$ cat src/rtl/mac_dot_engine_if.sv
// Operand/result handshake bundle for mac_dot_engine.
// master = stream source and result consumer; slave = the engine.
interface mac_dot_engine_if #(
  parameter int unsigned WIDTH     = 8,
  parameter int unsigned ACC_WIDTH = 2*WIDTH+8,
  parameter int unsigned LEN_W     = 8
);
  logic                 start;
  logic [LEN_W-1:0]     len;
  logic                 signed_mode;
  logic                 in_valid;
  logic                 in_ready;
  logic [WIDTH-1:0]     a;
  logic [WIDTH-1:0]     b;
  logic                 out_valid;
  logic                 out_ready;
  logic [ACC_WIDTH-1:0] out_acc;
  logic                 busy;
  logic                 overflow;

  modport master (
    output start, len, signed_mode, in_valid, a, b, out_ready,
    input  in_ready, out_valid, out_acc, busy, overflow
  );

  modport slave (
    input  start, len, signed_mode, in_valid, a, b, out_ready,
    output in_ready, out_valid, out_acc, busy, overflow
  );
endinterface

$ cat src/rtl/mac_dot_engine.sv
// Pipelined N-term dot-product MAC with guard-bit accumulator and sticky overflow.
// Define MAC_SATURATE_EN to clamp the accumulator on overflow instead of wrapping.
module mac_dot_engine #(
  parameter int unsigned WIDTH     = 8,
  parameter int unsigned ACC_WIDTH = 2*WIDTH+8,
  parameter int unsigned LEN_W     = 8
) (
  input  logic             clk,
  input  logic             rst,
  mac_dot_engine_if.slave  bus_io
);

  localparam int unsigned PW = 2*WIDTH;

  localparam logic [1:0] StIdle  = 2'd0;
  localparam logic [1:0] StAccum = 2'd1;
  localparam logic [1:0] StDrain = 2'd2;
  localparam logic [1:0] StDone  = 2'd3;

  if (ACC_WIDTH < 2*WIDTH) begin : g_acc_width_check
    $error("mac_dot_engine: ACC_WIDTH must be >= 2*WIDTH");
  end

  logic [1:0]           state_q, state_d;
  logic [LEN_W-1:0]     cnt_q, cnt_d;
  logic                 mode_q, mode_d;
  logic [PW-1:0]        prod_q, prod_d;
  logic                 pvld_q, pvld_d;
  logic [ACC_WIDTH-1:0] acc_q, acc_d;
  logic                 ovf_q, ovf_d;

  logic                 accept;
  logic [PW-1:0]        prod_u, prod_s;
  logic [ACC_WIDTH-1:0] ext;
  logic [ACC_WIDTH:0]   sum;
  logic                 add_ovf;
  logic [ACC_WIDTH-1:0] acc_next;

  assign accept = (state_q == StAccum) && bus_io.in_valid;

  // Operands widened to the product width first so the low PW bits are exact.
  always_comb begin
    prod_u = {{WIDTH{1'b0}}, bus_io.a} * {{WIDTH{1'b0}}, bus_io.b};
    prod_s = $signed({{WIDTH{bus_io.a[WIDTH-1]}}, bus_io.a})
           * $signed({{WIDTH{bus_io.b[WIDTH-1]}}, bus_io.b});
  end

  always_comb begin
    if (mode_q) begin
      ext = ACC_WIDTH'($signed(prod_q));
    end else begin
      ext = ACC_WIDTH'(prod_q);
    end
    sum = {1'b0, acc_q} + {1'b0, ext};
    if (mode_q) begin
      add_ovf = (acc_q[ACC_WIDTH-1] == ext[ACC_WIDTH-1]) &&
                (sum[ACC_WIDTH-1] != acc_q[ACC_WIDTH-1]);
    end else begin
      add_ovf = sum[ACC_WIDTH];
    end
`ifdef MAC_SATURATE_EN
    if (!add_ovf) begin
      acc_next = sum[ACC_WIDTH-1:0];
    end else if (!mode_q) begin
      acc_next = '1;
    end else if (acc_q[ACC_WIDTH-1]) begin
      // Both addends negative: clamp to the most negative value.
      acc_next = {1'b1, {(ACC_WIDTH-1){1'b0}}};
    end else begin
      acc_next = {1'b0, {(ACC_WIDTH-1){1'b1}}};
    end
`else
    acc_next = sum[ACC_WIDTH-1:0];
`endif
  end

  always_comb begin
    state_d = state_q;
    cnt_d   = cnt_q;
    mode_d  = mode_q;
    prod_d  = prod_q;
    pvld_d  = 1'b0;
    acc_d   = acc_q;
    ovf_d   = ovf_q;

    if (pvld_q) begin
      acc_d = acc_next;
      ovf_d = ovf_q | add_ovf;
    end

    if (accept) begin
      prod_d = mode_q ? prod_s : prod_u;
      pvld_d = 1'b1;
      cnt_d  = cnt_q - 1'b1;
    end

    unique case (state_q)
      StIdle: begin
        if (bus_io.start) begin
          acc_d = '0;
          ovf_d = 1'b0;
          if (bus_io.len != '0) begin
            cnt_d   = bus_io.len;
            mode_d  = bus_io.signed_mode;
            state_d = StAccum;
          end else begin
            state_d = StDone;
          end
        end
      end
      StAccum: begin
        if (accept && (cnt_q == LEN_W'(1))) begin
          state_d = StDrain;
        end
      end
      StDrain: begin
        state_d = StDone;
      end
      StDone: begin
        if (bus_io.out_ready) begin
          state_d = StIdle;
        end
      end
      default: state_d = StIdle;
    endcase
  end

  always_ff @(posedge clk or posedge rst) begin
    if (rst) begin
      state_q <= StIdle;
      cnt_q   <= '0;
      mode_q  <= 1'b0;
      prod_q  <= '0;
      pvld_q  <= 1'b0;
      acc_q   <= '0;
      ovf_q   <= 1'b0;
    end else begin
      state_q <= state_d;
      cnt_q   <= cnt_d;
      mode_q  <= mode_d;
      prod_q  <= prod_d;
      pvld_q  <= pvld_d;
      acc_q   <= acc_d;
      ovf_q   <= ovf_d;
    end
  end

  assign bus_io.in_ready  = (state_q == StAccum);
  assign bus_io.out_valid = (state_q == StDone);
  assign bus_io.out_acc   = acc_q;
  assign bus_io.busy      = (state_q != StIdle);
  assign bus_io.overflow  = ovf_q;

endmodule

$ cat src/flat_wrapper.sv
// flat-port wrapper written by rule: the top's interface ports become plain ports
module mac_dot_engine_flat 
#(
  parameter int unsigned WIDTH     = 8,
  parameter int unsigned ACC_WIDTH = 2*WIDTH+8,
  parameter int unsigned LEN_W     = 8
)
  (clk, rst, bus_io_start, bus_io_len, bus_io_signed_mode, bus_io_in_valid, bus_io_a, bus_io_b, bus_io_out_ready, bus_io_in_ready, bus_io_out_valid, bus_io_out_acc, bus_io_busy, bus_io_overflow);
  mac_dot_engine_if #(.WIDTH(WIDTH), .ACC_WIDTH(ACC_WIDTH), .LEN_W(LEN_W)) bus_io_i ();
  input  logic clk;
  input  logic rst;
  input wire logic [$bits(bus_io_i.start)-1:0] bus_io_start;
  input wire logic [$bits(bus_io_i.len)-1:0] bus_io_len;
  input wire logic [$bits(bus_io_i.signed_mode)-1:0] bus_io_signed_mode;
  input wire logic [$bits(bus_io_i.in_valid)-1:0] bus_io_in_valid;
  input wire logic [$bits(bus_io_i.a)-1:0] bus_io_a;
  input wire logic [$bits(bus_io_i.b)-1:0] bus_io_b;
  input wire logic [$bits(bus_io_i.out_ready)-1:0] bus_io_out_ready;
  output wire logic [$bits(bus_io_i.in_ready)-1:0] bus_io_in_ready;
  output wire logic [$bits(bus_io_i.out_valid)-1:0] bus_io_out_valid;
  output wire logic [$bits(bus_io_i.out_acc)-1:0] bus_io_out_acc;
  output wire logic [$bits(bus_io_i.busy)-1:0] bus_io_busy;
  output wire logic [$bits(bus_io_i.overflow)-1:0] bus_io_overflow;
  assign bus_io_i.start = bus_io_start;
  assign bus_io_i.len = bus_io_len;
  assign bus_io_i.signed_mode = bus_io_signed_mode;
  assign bus_io_i.in_valid = bus_io_in_valid;
  assign bus_io_i.a = bus_io_a;
  assign bus_io_i.b = bus_io_b;
  assign bus_io_i.out_ready = bus_io_out_ready;
  assign bus_io_in_ready = bus_io_i.in_ready;
  assign bus_io_out_valid = bus_io_i.out_valid;
  assign bus_io_out_acc = bus_io_i.out_acc;
  assign bus_io_busy = bus_io_i.busy;
  assign bus_io_overflow = bus_io_i.overflow;
  mac_dot_engine #(.WIDTH(WIDTH), .ACC_WIDTH(ACC_WIDTH), .LEN_W(LEN_W)) u_core (.clk(clk), .rst(rst), .bus_io(bus_io_i));
endmodule
$ cat config.mk
export PLATFORM = sky130hd
export DESIGN_NAME = mac_dot_engine_flat
export DESIGN_NICKNAME = d
export VERILOG_FILES = /design/src/rtl/mac_dot_engine_if.sv /design/src/rtl/mac_dot_engine.sv /design/src/flat_wrapper.sv
export SDC_FILE = /design/constraint.sdc
export NUM_CORES = 1
export LEC_CHECK = 0
export CAP_MARGIN = 10
export CORE_UTILIZATION = 34
export DETAILED_ROUTE_END_ITERATION = 7
export GPL_ROUTABILITY_DRIVEN = 0
export PLACE_DENSITY = 0.61
export SETUP_SLACK_MARGIN = 0.2
export SLEW_MARGIN = 20
export SYNTH_ARGS = -nofsm -noshare
export SYNTH_HDL_FRONTEND = slang
export SYNTH_SLANG_ARGS = --single-unit
$ cat constraint.sdc
create_clock -name clk -period 3 [get_ports clk]
set_input_delay 0.6 -clock clk [delete_from_list [all_inputs] [get_ports clk]]
set_output_delay 0.6 -clock clk [all_outputs]
set_load 0.005 [all_outputs]
==> impl_metrics.xml, run 1 <==
<?xml version="1.0" encoding="UTF-8"?>
<metrics>
  <group name="outcome">
    <metric name="outcome" unit="">finished, violations left</metric>
    <metric name="violations" unit="">negative setup slack</metric>
  </group>
  <group name="timing">
    <metric name="time_the_final_worst_path_needs_with_i_o_delays_and_setup" unit="ns">4.51</metric>
    <metric name="post-route-worst-setup-slack" unit="ns">-1.51</metric>
    <metric name="worst_slew_pin_slew" unit="ns">0.806</metric>
    <metric name="slew_viol_final" unit="">0</metric>
    <metric name="max-slew-margin-rel" unit="%">46.3</metric>
    <metric name="post-route-period-util" unit="%">150</metric>
    <metric name="clock_skew" unit="ns">0.00428</metric>
    <metric name="finalSetupViolations" unit="">12</metric>
    <metric name="fmax" unit="MHz">222</metric>
    <metric name="grt_setup_unrepaired" unit="">true</metric>
    <metric name="hold_violations" unit="">0</metric>
  </group>
  <group name="yosys">
    <metric name="synth_warnings" unit="">0</metric>
    <metric name="syn_avg_cell_area" unit="sq um">8.78</metric>
    <metric name="synth-adder-area-share" unit="%">37.1</metric>
    <metric name="synth_sequential_area_ratio" unit="%">17.4</metric>
    <metric name="ys_types" unit="">55</metric>
    <metric name="synth_compound_area_share" unit="%">11.6</metric>
    <metric name="yosys.area_share.xor_xnor" unit="%">5.87</metric>
    <metric name="post_synth_and_or_nand_nor_area_fraction" unit="%">15.6</metric>
    <metric name="synth-edff-count" unit="">0</metric>
    <metric name="net_count_of_the_mapped_netlist" unit="">1070</metric>
    <metric name="synthCells" unit="">866</metric>
    <metric name="dominant_combinational_cell_family_by_area_after_synthesis" unit="">adder cells</metric>
    <metric name="cell_area_after_synthesis" unit="sq um">7600</metric>
    <metric name="yosys_register_bits" unit="">53</metric>
    <metric name="ys.flop_type" unit="">sky130_fd_sc_hd__dfrtp_1</metric>
    <metric name="synth_mux_area_share" unit="%">3.49</metric>
    <metric name="postSynth.asyncResetShare" unit="%">100</metric>
  </group>
  <group name="cells_and_area">
    <metric name="area_growth_syn_to_layout" unit="%">33.9</metric>
    <metric name="final_layout_size_suffix_gt1_share" unit="%">25.8</metric>
    <metric name="design.final.nets" unit="">1251</metric>
    <metric name="layout_cell_area_excl_fill" unit="sq um">10200</metric>
    <metric name="n_antenna_cell" unit="">0</metric>
    <metric name="layout.filler_cells" unit="">2124</metric>
  </group>
  <group name="worst_setup_path">
    <metric name="cp_data_arrival_time" unit="ns">4.69</metric>
    <metric name="worstReg2RegStart" unit="">u_core.bus_io.out_acc[0]</metric>
    <metric name="critPathRequiredTime" unit="ns">3.18</metric>
    <metric name="endpoint_kind" unit="">flip-flop</metric>
    <metric name="reg2reg_slack" unit="ns">0.41</metric>
    <metric name="critical_path.startpoint" unit="">bus_io_b[3]</metric>
    <metric name="kind_of_start_point_of_the_critical_path" unit="">input port</metric>
    <metric name="critical_path_class" unit="">in2reg</metric>
    <metric name="maximum_fanout_count_along_the_critical_path" unit="">4</metric>
  </group>
  <group name="power_and_ir_drop">
    <metric name="power.density_cell_area" unit="nW/um^2">849</metric>
    <metric name="share_comb_of_total_power" unit="%">78.3</metric>
    <metric name="internal_power_of_the_cells" unit="uW">4820</metric>
    <metric name="p_clk_share" unit="%">6.6</metric>
    <metric name="leakage" unit="uW">0.00497</metric>
    <metric name="sequentialPowerShare" unit="%">15.2</metric>
    <metric name="power.switching" unit="uW">3830</metric>
    <metric name="peakVddDrop" unit="mV">0.371</metric>
    <metric name="sw_frac_of_total" unit="%">44.3</metric>
  </group>
  <group name="clocking">
    <metric name="cts_sinks" unit="">53</metric>
    <metric name="clk_latency" unit="ns">0.29</metric>
    <metric name="cts.reportedPaths.clkPinSlew" unit="ns">0.07</metric>
    <metric name="ctsRootBufferMaster" unit="">sky130_fd_sc_hd__clkbuf_16</metric>
    <metric name="numCtsBuffers" unit="">5</metric>
    <metric name="cts.hold.buffers_added" unit="">0</metric>
    <metric name="clock_path_buffers" unit="">2</metric>
    <metric name="htree_num_levels" unit="">2</metric>
    <metric name="cts_tree" unit="">built</metric>
  </group>
  <group name="routing">
    <metric name="wirelength" unit="microns">17800</metric>
    <metric name="drt_pass1_iterations" unit="">4</metric>
    <metric name="detailed_route_wire_length_per_cell" unit="microns">13.4</metric>
    <metric name="drt_drc_violations_left" unit="">0</metric>
    <metric name="antenna_violating_nets_remaining" unit="">0</metric>
    <metric name="detail_route.vias_per_cell" unit="">4.71</metric>
    <metric name="detailroute.via_count" unit="">6255</metric>
    <metric name="first_iter_violations" unit="">189</metric>
  </group>
  <group name="floorplanning">
    <metric name="start_util" unit="%">34.7</metric>
    <metric name="core-area" unit="sq um">21900</metric>
    <metric name="die_w" unit="microns">152</metric>
    <metric name="io_pins" unit="">58</metric>
    <metric name="site_row_count" unit="">54</metric>
    <metric name="design.die.area" unit="sq um">23000</metric>
    <metric name="die_h" unit="microns">152</metric>
  </group>
  <group name="placed_design">
    <metric name="placed_area" unit="sq um">9520</metric>
    <metric name="dpl_worst_slack" unit="ns">-2.31</metric>
    <metric name="detailed_placer_s_ending_hpwl" unit="microns">14800</metric>
    <metric name="count_of_buffers_from_port_buffering" unit="">57</metric>
  </group>
  <group name="grt">
    <metric name="largest_net_degree_at_the_start_of_global_routing" unit="">29</metric>
    <metric name="grt_use_total" unit="%">16.7</metric>
    <metric name="grt_antenna_before_repair" unit="">0</metric>
    <metric name="wire_length_of_the_first_global_routing_pass" unit="microns">30900</metric>
    <metric name="vias_in_the_first_global_route" unit="">6606</metric>
    <metric name="gr-total-overflow" unit="">0</metric>
  </group>
  <group name="worst_hold_path">
    <metric name="min-delay-start" unit="">u_core.prod_q[0]</metric>
    <metric name="hold_path_class" unit="">reg2reg</metric>
  </group>
  <group name="job">
    <metric name="maxCapViolations" unit="">0</metric>
  </group>
</metrics>
## metrics by stage
| step | instances | utilization [%] | setup TNS, ns | total power, uW | hold WS, ns |
|---|---|---|---|---|---|
| floorplan | 866 | - | -12.17 | 5490 | 0.454 |
| global placement | 1300 | 43.5 | -22.49 | 7360 | 0.470 |
| detailed placement | 1300 | 43.5 | -23.12 | 7450 | 0.491 |
| CTS | 1324 | 45.6 | -12.88 | 8450 | 0.506 |
| global route | 1328 | 46.5 | -14.79 | 9600 | 0.530 |
| finish | 1328 | 46.5 | -12.83 | 8650 | 0.498 |
## worst paths after layout
kind | to | cells after the start
setup / recovery | u_core.prod_q[15] | 19
hold / removal | u_core.prod_q[0] | 2
setup reg to reg | u_core.bus_io.overflow | 10
hold reg to reg | u_core.prod_q[0] | 2
max in group asynchronous | u_core.bus_io.out_acc[0] | 3
min in group asynchronous | u_core.cnt_q[7] | 2
## synthesized netlist by cell type (3+ instances only)
master	instances	area share [%]
sky130_fd_sc_hd__inv_1	162	8.0
sky130_fd_sc_hd__ha_1	88	14
sky130_fd_sc_hd__fa_1	86	23
sky130_fd_sc_hd__nand2_1	68	3.4
sky130_fd_sc_hd__nor2_1	58	2.9
sky130_fd_sc_hd__dfrtp_1	53	17
sky130_fd_sc_hd__and2_1	47	3.9
sky130_fd_sc_hd__o21ai_0	46	3.0
sky130_fd_sc_hd__a21oi_1	38	2.5
sky130_fd_sc_hd__xnor2_1	37	4.3
sky130_fd_sc_hd__mux2i_1	22	2.9
sky130_fd_sc_hd__clkbuf_1	16	0.79
sky130_fd_sc_hd__xor2_1	14	1.6
sky130_fd_sc_hd__nand2b_1	12	0.99
sky130_fd_sc_hd__nand3_1	11	0.72
sky130_fd_sc_hd__nor3_1	11	0.72
sky130_fd_sc_hd__a31oi_1	9	0.74
sky130_fd_sc_hd__a21o_1	8	0.79
sky130_fd_sc_hd__nand3b_1	6	0.59
sky130_fd_sc_hd__nor2b_1	5	0.41
sky130_fd_sc_hd__o21bai_1	5	0.49
sky130_fd_sc_hd__a211oi_1	4	0.39
sky130_fd_sc_hd__mux2_2	4	0.59
sky130_fd_sc_hd__nor4_1	4	0.33
sky130_fd_sc_hd__o21a_1	4	0.39
sky130_fd_sc_hd__or2_2	4	0.33
sky130_fd_sc_hd__or3_1	4	0.33
sky130_fd_sc_hd__and3_1	3	0.25
sky130_fd_sc_hd__nand4_1	3	0.25
## critical path: stages
cell and delay, ns:
sky130_fd_sc_hd__buf_8 0.10, sky130_fd_sc_hd__and2_4 0.15, sky130_fd_sc_hd__fa_1 0.56, sky130_fd_sc_hd__inv_2 0.05
sky130_fd_sc_hd__fa_1 0.49, sky130_fd_sc_hd__inv_1 0.05, sky130_fd_sc_hd__fa_1 0.49, sky130_fd_sc_hd__inv_2 0.04
sky130_fd_sc_hd__fa_1 0.54, sky130_fd_sc_hd__inv_2 0.05, sky130_fd_sc_hd__ha_4 0.21, sky130_fd_sc_hd__or3_4 0.38
sky130_fd_sc_hd__o21ai_2 0.08, sky130_fd_sc_hd__a21oi_2 0.06, sky130_fd_sc_hd__a41o_1 0.25, sky130_fd_sc_hd__o41ai_2 0.25
sky130_fd_sc_hd__xnor2_1 0.12, sky130_fd_sc_hd__mux2i_1 0.16, sky130_fd_sc_hd__o21ai_1 0.07
## state kept, by name, summed over array words and instances, names as in the netlist
signal and count:
u_core.mode_q 1, u_core.cnt_q 8, u_core.bus_io.overflow 1, u_core.state_q 2
u_core.pvld_q 1, u_core.prod_q 16, u_core.bus_io.out_acc 24
## layout by cell type, fill, tap and decap left out, drive strengths merged, types with 3 or more instances in the layout
cell type and instances:
nor3 11, nor2b 5, o21a 4, or3 4, o21bai 6, xor2 14
nand4 3, buf 148, a21oi 38, nor2 58, ha 88, o211ai 3
nand3b 6, and3 3, a21o 8, or2 4, clkbuf 7, nand2 68
a211oi 6, xnor2 37, nor4 4, nand3 11, inv 162, mux2i 22
nand2b 12, o21ai 48, a31oi 9, mux2 4, and2 47, fa 86
dfrtp 53, clkdlybuf4s50 41
## repair_timing
| action | CTS | global route |
|---|---|---|
| setup endpoints to repair | 14 | 14 |
| gates resized for setup | 135 | 45 |
| cloned | 0 | 0 |
| pin swaps | 61 | 18 |
| setup buffers | 16 | 4 |
## layout make-up
cell class | instances | area (sq um) | share of cell area, %
Multi-Input combinational cell | 633 | 6070 | 59.6
Timing Repair Buffer | 190 | 1660 | 16.3
Sequential cell | 53 | 1330 | 13.0
Inverter | 164 | 628 | 6.17
Tap cell | 280 | 350 | 3.44
Clock buffer | 7 | 133 | 1.30
Clock inverter | 1 | 7.51 | 0.0737
## power by group through the flow
| stage | Combinational (uW) | Clock [uW] | Sequential, uW |
|---|---|---|---|
| finish | 6770 | 568 | 1310 |
| global route | 7620 | 619 | 1360 |
| CTS | 6540 | 590 | 1320 |
| detailed placement | 6130 | 0 | 1320 |
| global placement | 6040 | 0 | 1320 |
| floorplan | 4270 | 0 | 1230 |
## per-layer routing
| layer | GRT usage [%] | vias to the layer above | share of wire, % |
|---|---|---|---|
| met3 | 1.08 | 16 | 2.2 |
| met1 | 22.0 | 2987 | 48 |
| li1 | - | 3168 | - |
| met5 | 0 | - | 0 |
| met4 | 4.06 | 0 | 1.4 |
| met2 | 29.7 | 84 | 49 |
## logic make-up (layout without fill, tap and decap cells)
group           Yosys count  in the layout
buf+inv                 180            362
simple gates            241            241
flops                    53             53
compound gates          141            141
xor+xnor                 51             51
fa+ha+maj               174            174
mux                      26             26
Note: power is estimated with default switching activity, not from simulation.
==> inputs of run 2 (changes only) <==
--- a/config.mk
+++ b/config.mk
@@ -5,13 +5,11 @@
 export SDC_FILE = /design/constraint.sdc
 export NUM_CORES = 1
 export LEC_CHECK = 0
-export CAP_MARGIN = 10
 export CORE_UTILIZATION = 34
 export DETAILED_ROUTE_END_ITERATION = 7
 export GPL_ROUTABILITY_DRIVEN = 0
 export PLACE_DENSITY = 0.61
 export SETUP_SLACK_MARGIN = 0.2
-export SLEW_MARGIN = 20
 export SYNTH_ARGS = -nofsm -noshare
 export SYNTH_HDL_FRONTEND = slang
 export SYNTH_SLANG_ARGS = --single-unit
==> results of run 2 <==
The final DEF is identical to that of run 1; final timing and power are the same.
==> inputs of run 3 (changes only) <==
--- a/config.mk
+++ b/config.mk
@@ -5,10 +5,10 @@
 export SDC_FILE = /design/constraint.sdc
 export NUM_CORES = 1
 export LEC_CHECK = 0
-export CORE_UTILIZATION = 34
+export CORE_UTILIZATION = 40
 export DETAILED_ROUTE_END_ITERATION = 7
 export GPL_ROUTABILITY_DRIVEN = 0
-export PLACE_DENSITY = 0.61
+export PLACE_DENSITY = 0.68
 export SETUP_SLACK_MARGIN = 0.2
 export SYNTH_ARGS = -nofsm -noshare
 export SYNTH_HDL_FRONTEND = slang
==> run 3 against run 2 <==
Sequential power about the same. Final cell count shrank 3.0%. The flow still finishes with violations (negative setup slack). Total power grew 1.4%. Design area grew 0.20%. Clock skew is 0.0011 ns higher. Critical path type unchanged. Global-route usage rose by 2.2 points.
==> impl_metrics.xml, run 3 (synthesized netlist as in run 1, its figures left out) <==
<?xml version="1.0" encoding="UTF-8"?>
<metrics>
  <group name="cells_and_area">
    <metric name="final_layout_size_suffix_gt1_share" unit="%">26.9</metric>
    <metric name="n_antenna_cell" unit="">0</metric>
    <metric name="area_growth_syn_to_layout" unit="%">34.2</metric>
    <metric name="largest_register_ff_count" unit="">24</metric>
    <metric name="mostFrequentLayoutCells" unit="">sky130_fd_sc_hd__inv_1, sky130_fd_sc_hd__buf_4, sky130_fd_sc_hd__fa_1</metric>
    <metric name="layout.cells.most_common" unit="">sky130_fd_sc_hd__inv_1</metric>
    <metric name="post-route-util" unit="%">54.7</metric>
    <metric name="layout.filler_cells" unit="">1618</metric>
    <metric name="design.final.nets" unit="">1257</metric>
  </group>
  <group name="grt">
    <metric name="largest_net_degree_at_the_start_of_global_routing" unit="">34</metric>
    <metric name="grt_use_total" unit="%">18.9</metric>
    <metric name="vias_in_the_first_global_route" unit="">6562</metric>
    <metric name="gr-total-overflow" unit="">0</metric>
    <metric name="wire_length_of_the_first_global_routing_pass" unit="microns">30200</metric>
    <metric name="grt_antenna_before_repair" unit="">0</metric>
  </group>
  <group name="routing">
    <metric name="drt_pass1_iterations" unit="">5</metric>
    <metric name="wl_met3" unit="microns">295</metric>
    <metric name="drt-met1-wl" unit="microns">8330</metric>
    <metric name="detail_route.vias_per_cell" unit="">4.89</metric>
    <metric name="antenna_violating_nets_remaining" unit="">0</metric>
    <metric name="wirelength" unit="microns">18000</metric>
    <metric name="detailed_route_wire_length_per_cell" unit="microns">13.9</metric>
    <metric name="drt_drc_violations_left" unit="">0</metric>
    <metric name="first_iter_violations" unit="">219</metric>
    <metric name="uppermost_layer_routed" unit="">met4</metric>
    <metric name="wl_met2" unit="microns">9060</metric>
    <metric name="detailroute.via_count" unit="">6304</metric>
  </group>
  <group name="timing">
    <metric name="fin_setup_tns" unit="ns">-13.16</metric>
    <metric name="finalSetupViolations" unit="">12</metric>
    <metric name="hold_violations" unit="">0</metric>
    <metric name="grt_setup_unrepaired" unit="">true</metric>
    <metric name="time_the_final_worst_path_needs_with_i_o_delays_and_setup" unit="ns">4.52</metric>
    <metric name="slew_viol_final" unit="">0</metric>
    <metric name="fmax" unit="MHz">221</metric>
    <metric name="post-route-period-util" unit="%">151</metric>
    <metric name="worst_slew_pin_slew" unit="ns">0.657</metric>
    <metric name="clock_skew" unit="ns">0.00539</metric>
    <metric name="max-slew-margin-rel" unit="%">56.1</metric>
    <metric name="post-route-worst-setup-slack" unit="ns">-1.52</metric>
  </group>
  <group name="power_and_ir_drop">
    <metric name="sw_frac_of_total" unit="%">44.5</metric>
    <metric name="peakVddDrop" unit="mV">0.394</metric>
    <metric name="sequentialPowerShare" unit="%">14.6</metric>
    <metric name="power.density_cell_area" unit="nW/um^2">859</metric>
    <metric name="share_comb_of_total_power" unit="%">78.7</metric>
    <metric name="power.switching" unit="uW">3900</metric>
    <metric name="p_clk_share" unit="%">6.7</metric>
    <metric name="internal_power_of_the_cells" unit="uW">4860</metric>
    <metric name="leakage" unit="uW">0.00502</metric>
  </group>
  <group name="worst_hold_path">
    <metric name="min-delay-start" unit="">u_core.prod_q[6]</metric>
    <metric name="hold_path_class" unit="">reg2reg</metric>
  </group>
  <group name="floorplanning">
    <metric name="site_row_count" unit="">50</metric>
    <metric name="core-area" unit="sq um">18600</metric>
    <metric name="design.die.area" unit="sq um">19600</metric>
    <metric name="start_util" unit="%">40.8</metric>
    <metric name="die_h" unit="microns">140</metric>
    <metric name="io_pins" unit="">58</metric>
    <metric name="die_w" unit="microns">140</metric>
  </group>
  <group name="worst_setup_path">
    <metric name="endpoint_kind" unit="">flip-flop</metric>
    <metric name="critical_path.startpoint" unit="">bus_io_b[7]</metric>
    <metric name="cp_data_arrival_time" unit="ns">4.75</metric>
    <metric name="critical_path_class" unit="">in2reg</metric>
    <metric name="kind_of_start_point_of_the_critical_path" unit="">input port</metric>
    <metric name="timing.reg2reg.worst_path_depth" unit="">10</metric>
    <metric name="critPathRequiredTime" unit="ns">3.23</metric>
    <metric name="worstReg2RegEnd" unit="">u_core.bus_io.overflow</metric>
    <metric name="reg2reg_slack" unit="ns">0.34</metric>
    <metric name="critPathCapture" unit="">u_core.prod_q[15]</metric>
    <metric name="worstReg2RegStart" unit="">u_core.bus_io.out_acc[0]</metric>
    <metric name="maximum_fanout_count_along_the_critical_path" unit="">4</metric>
  </group>
  <group name="clocking">
    <metric name="htree_num_levels" unit="">2</metric>
    <metric name="cts_sinks" unit="">53</metric>
    <metric name="cts_tree" unit="">built</metric>
    <metric name="clk_latency" unit="ns">0.30</metric>
    <metric name="clock_path_buffers" unit="">2</metric>
    <metric name="cts.reportedPaths.clkPinSlew" unit="ns">0.07</metric>
    <metric name="numCtsBuffers" unit="">5</metric>
    <metric name="ctsRootBufferMaster" unit="">sky130_fd_sc_hd__clkbuf_16</metric>
  </group>
  <group name="outcome">
    <metric name="violations" unit="">negative setup slack</metric>
    <metric name="outcome" unit="">finished, violations left</metric>
  </group>
  <group name="job">
    <metric name="maxCapViolations" unit="">0</metric>
  </group>
  <group name="placed_design">
    <metric name="dpl_worst_slack" unit="ns">-2.26</metric>
    <metric name="detailed_placer_s_ending_hpwl" unit="microns">14700</metric>
    <metric name="count_of_buffers_from_port_buffering" unit="">57</metric>
  </group>
</metrics>
-- run 3: cell count changes in the layout (fill, tap and decap cells not counted), sizes merged --
cell and delta:
inv +1, clkbuf -2, buf +7, clkdlybuf4s15 -1
clkinv +1
-- run 3: timing repair --
item,CTS,global route
endpoints found under the setup margin,14,14
buffers inserted,18,6
pin swaps,72,27
gates cloned,0,0
hold buffers,0,0
resized for setup,163,41
-- run 3: worst min path at each step --
stage	end	slack, ns	cells after the start
3_5_place_dp	u_core.prod_q[6]	0.48	2
3_3_place_gp	u_core.prod_q[6]	0.47	2
4_1_cts	u_core.prod_q[6]	0.50	2
6_report	u_core.prod_q[6]	0.50	2
5_1_grt	u_core.prod_q[12]	0.52	2
2_1_floorplan	u_core.prod_q[0]	0.45	2
-- run 3: cell type report --
type,count,area (sq um),area share [%]
well taps,234,293,2.87
inverters,164,631,6.18
clock inverters,3,21.3,0.209
flip-flops and latches,53,1330,13.0
clock buffers,5,125,1.23
multi-input cells,633,6090,59.7
repair buffers,196,1710,16.8
-- run 3: critical path, stage by stage --
cell	delay, ns
sky130_fd_sc_hd__buf_6	0.09
sky130_fd_sc_hd__buf_6	0.12
sky130_fd_sc_hd__clkinv_8	0.05
sky130_fd_sc_hd__nor2_4	0.03
sky130_fd_sc_hd__fa_1	0.54
sky130_fd_sc_hd__inv_2	0.04
sky130_fd_sc_hd__fa_1	0.47
sky130_fd_sc_hd__inv_1	0.05
sky130_fd_sc_hd__fa_1	0.47
sky130_fd_sc_hd__inv_1	0.05
sky130_fd_sc_hd__fa_1	0.49
sky130_fd_sc_hd__inv_2	0.05
sky130_fd_sc_hd__ha_4	0.23
sky130_fd_sc_hd__or3_1	0.39
sky130_fd_sc_hd__o21ai_2	0.09
sky130_fd_sc_hd__a21oi_2	0.06
sky130_fd_sc_hd__a41o_1	0.25
sky130_fd_sc_hd__o41ai_2	0.28
sky130_fd_sc_hd__xnor2_1	0.18
sky130_fd_sc_hd__mux2i_1	0.10
sky130_fd_sc_hd__o21ai_1	0.12
-- run 3: stage by stage --
stage                     area (sq um)  power [uW]  hold slack, ns  std cells
after CTS                        10000        8500           0.501       1282
after global placement            9470        7360           0.466       1256
final                            10200        8760           0.496       1288
after detailed placement          9470        7500           0.481       1256
after floorplan                   7840        5490           0.454        866
after global routing             10200        9640           0.524       1288
-- run 3: power by group through the flow --
stage	Sequential (uW)	Clock [uW]	Combinational, uW
2_1_floorplan	1230	0	4270
3_3_place_gp	1290	0	6070
3_5_place_dp	1300	0	6200
4_1_cts	1290	599	6620
5_1_grt	1330	623	7690
6_report	1280	584	6900
-- run 3: per-layer routing --
layer,up-vias,track usage (%)
li1,3182,-
met2,83,34.8
met5,-,0
met3,19,1.27
met4,0,4.68
met1,3020,24.0
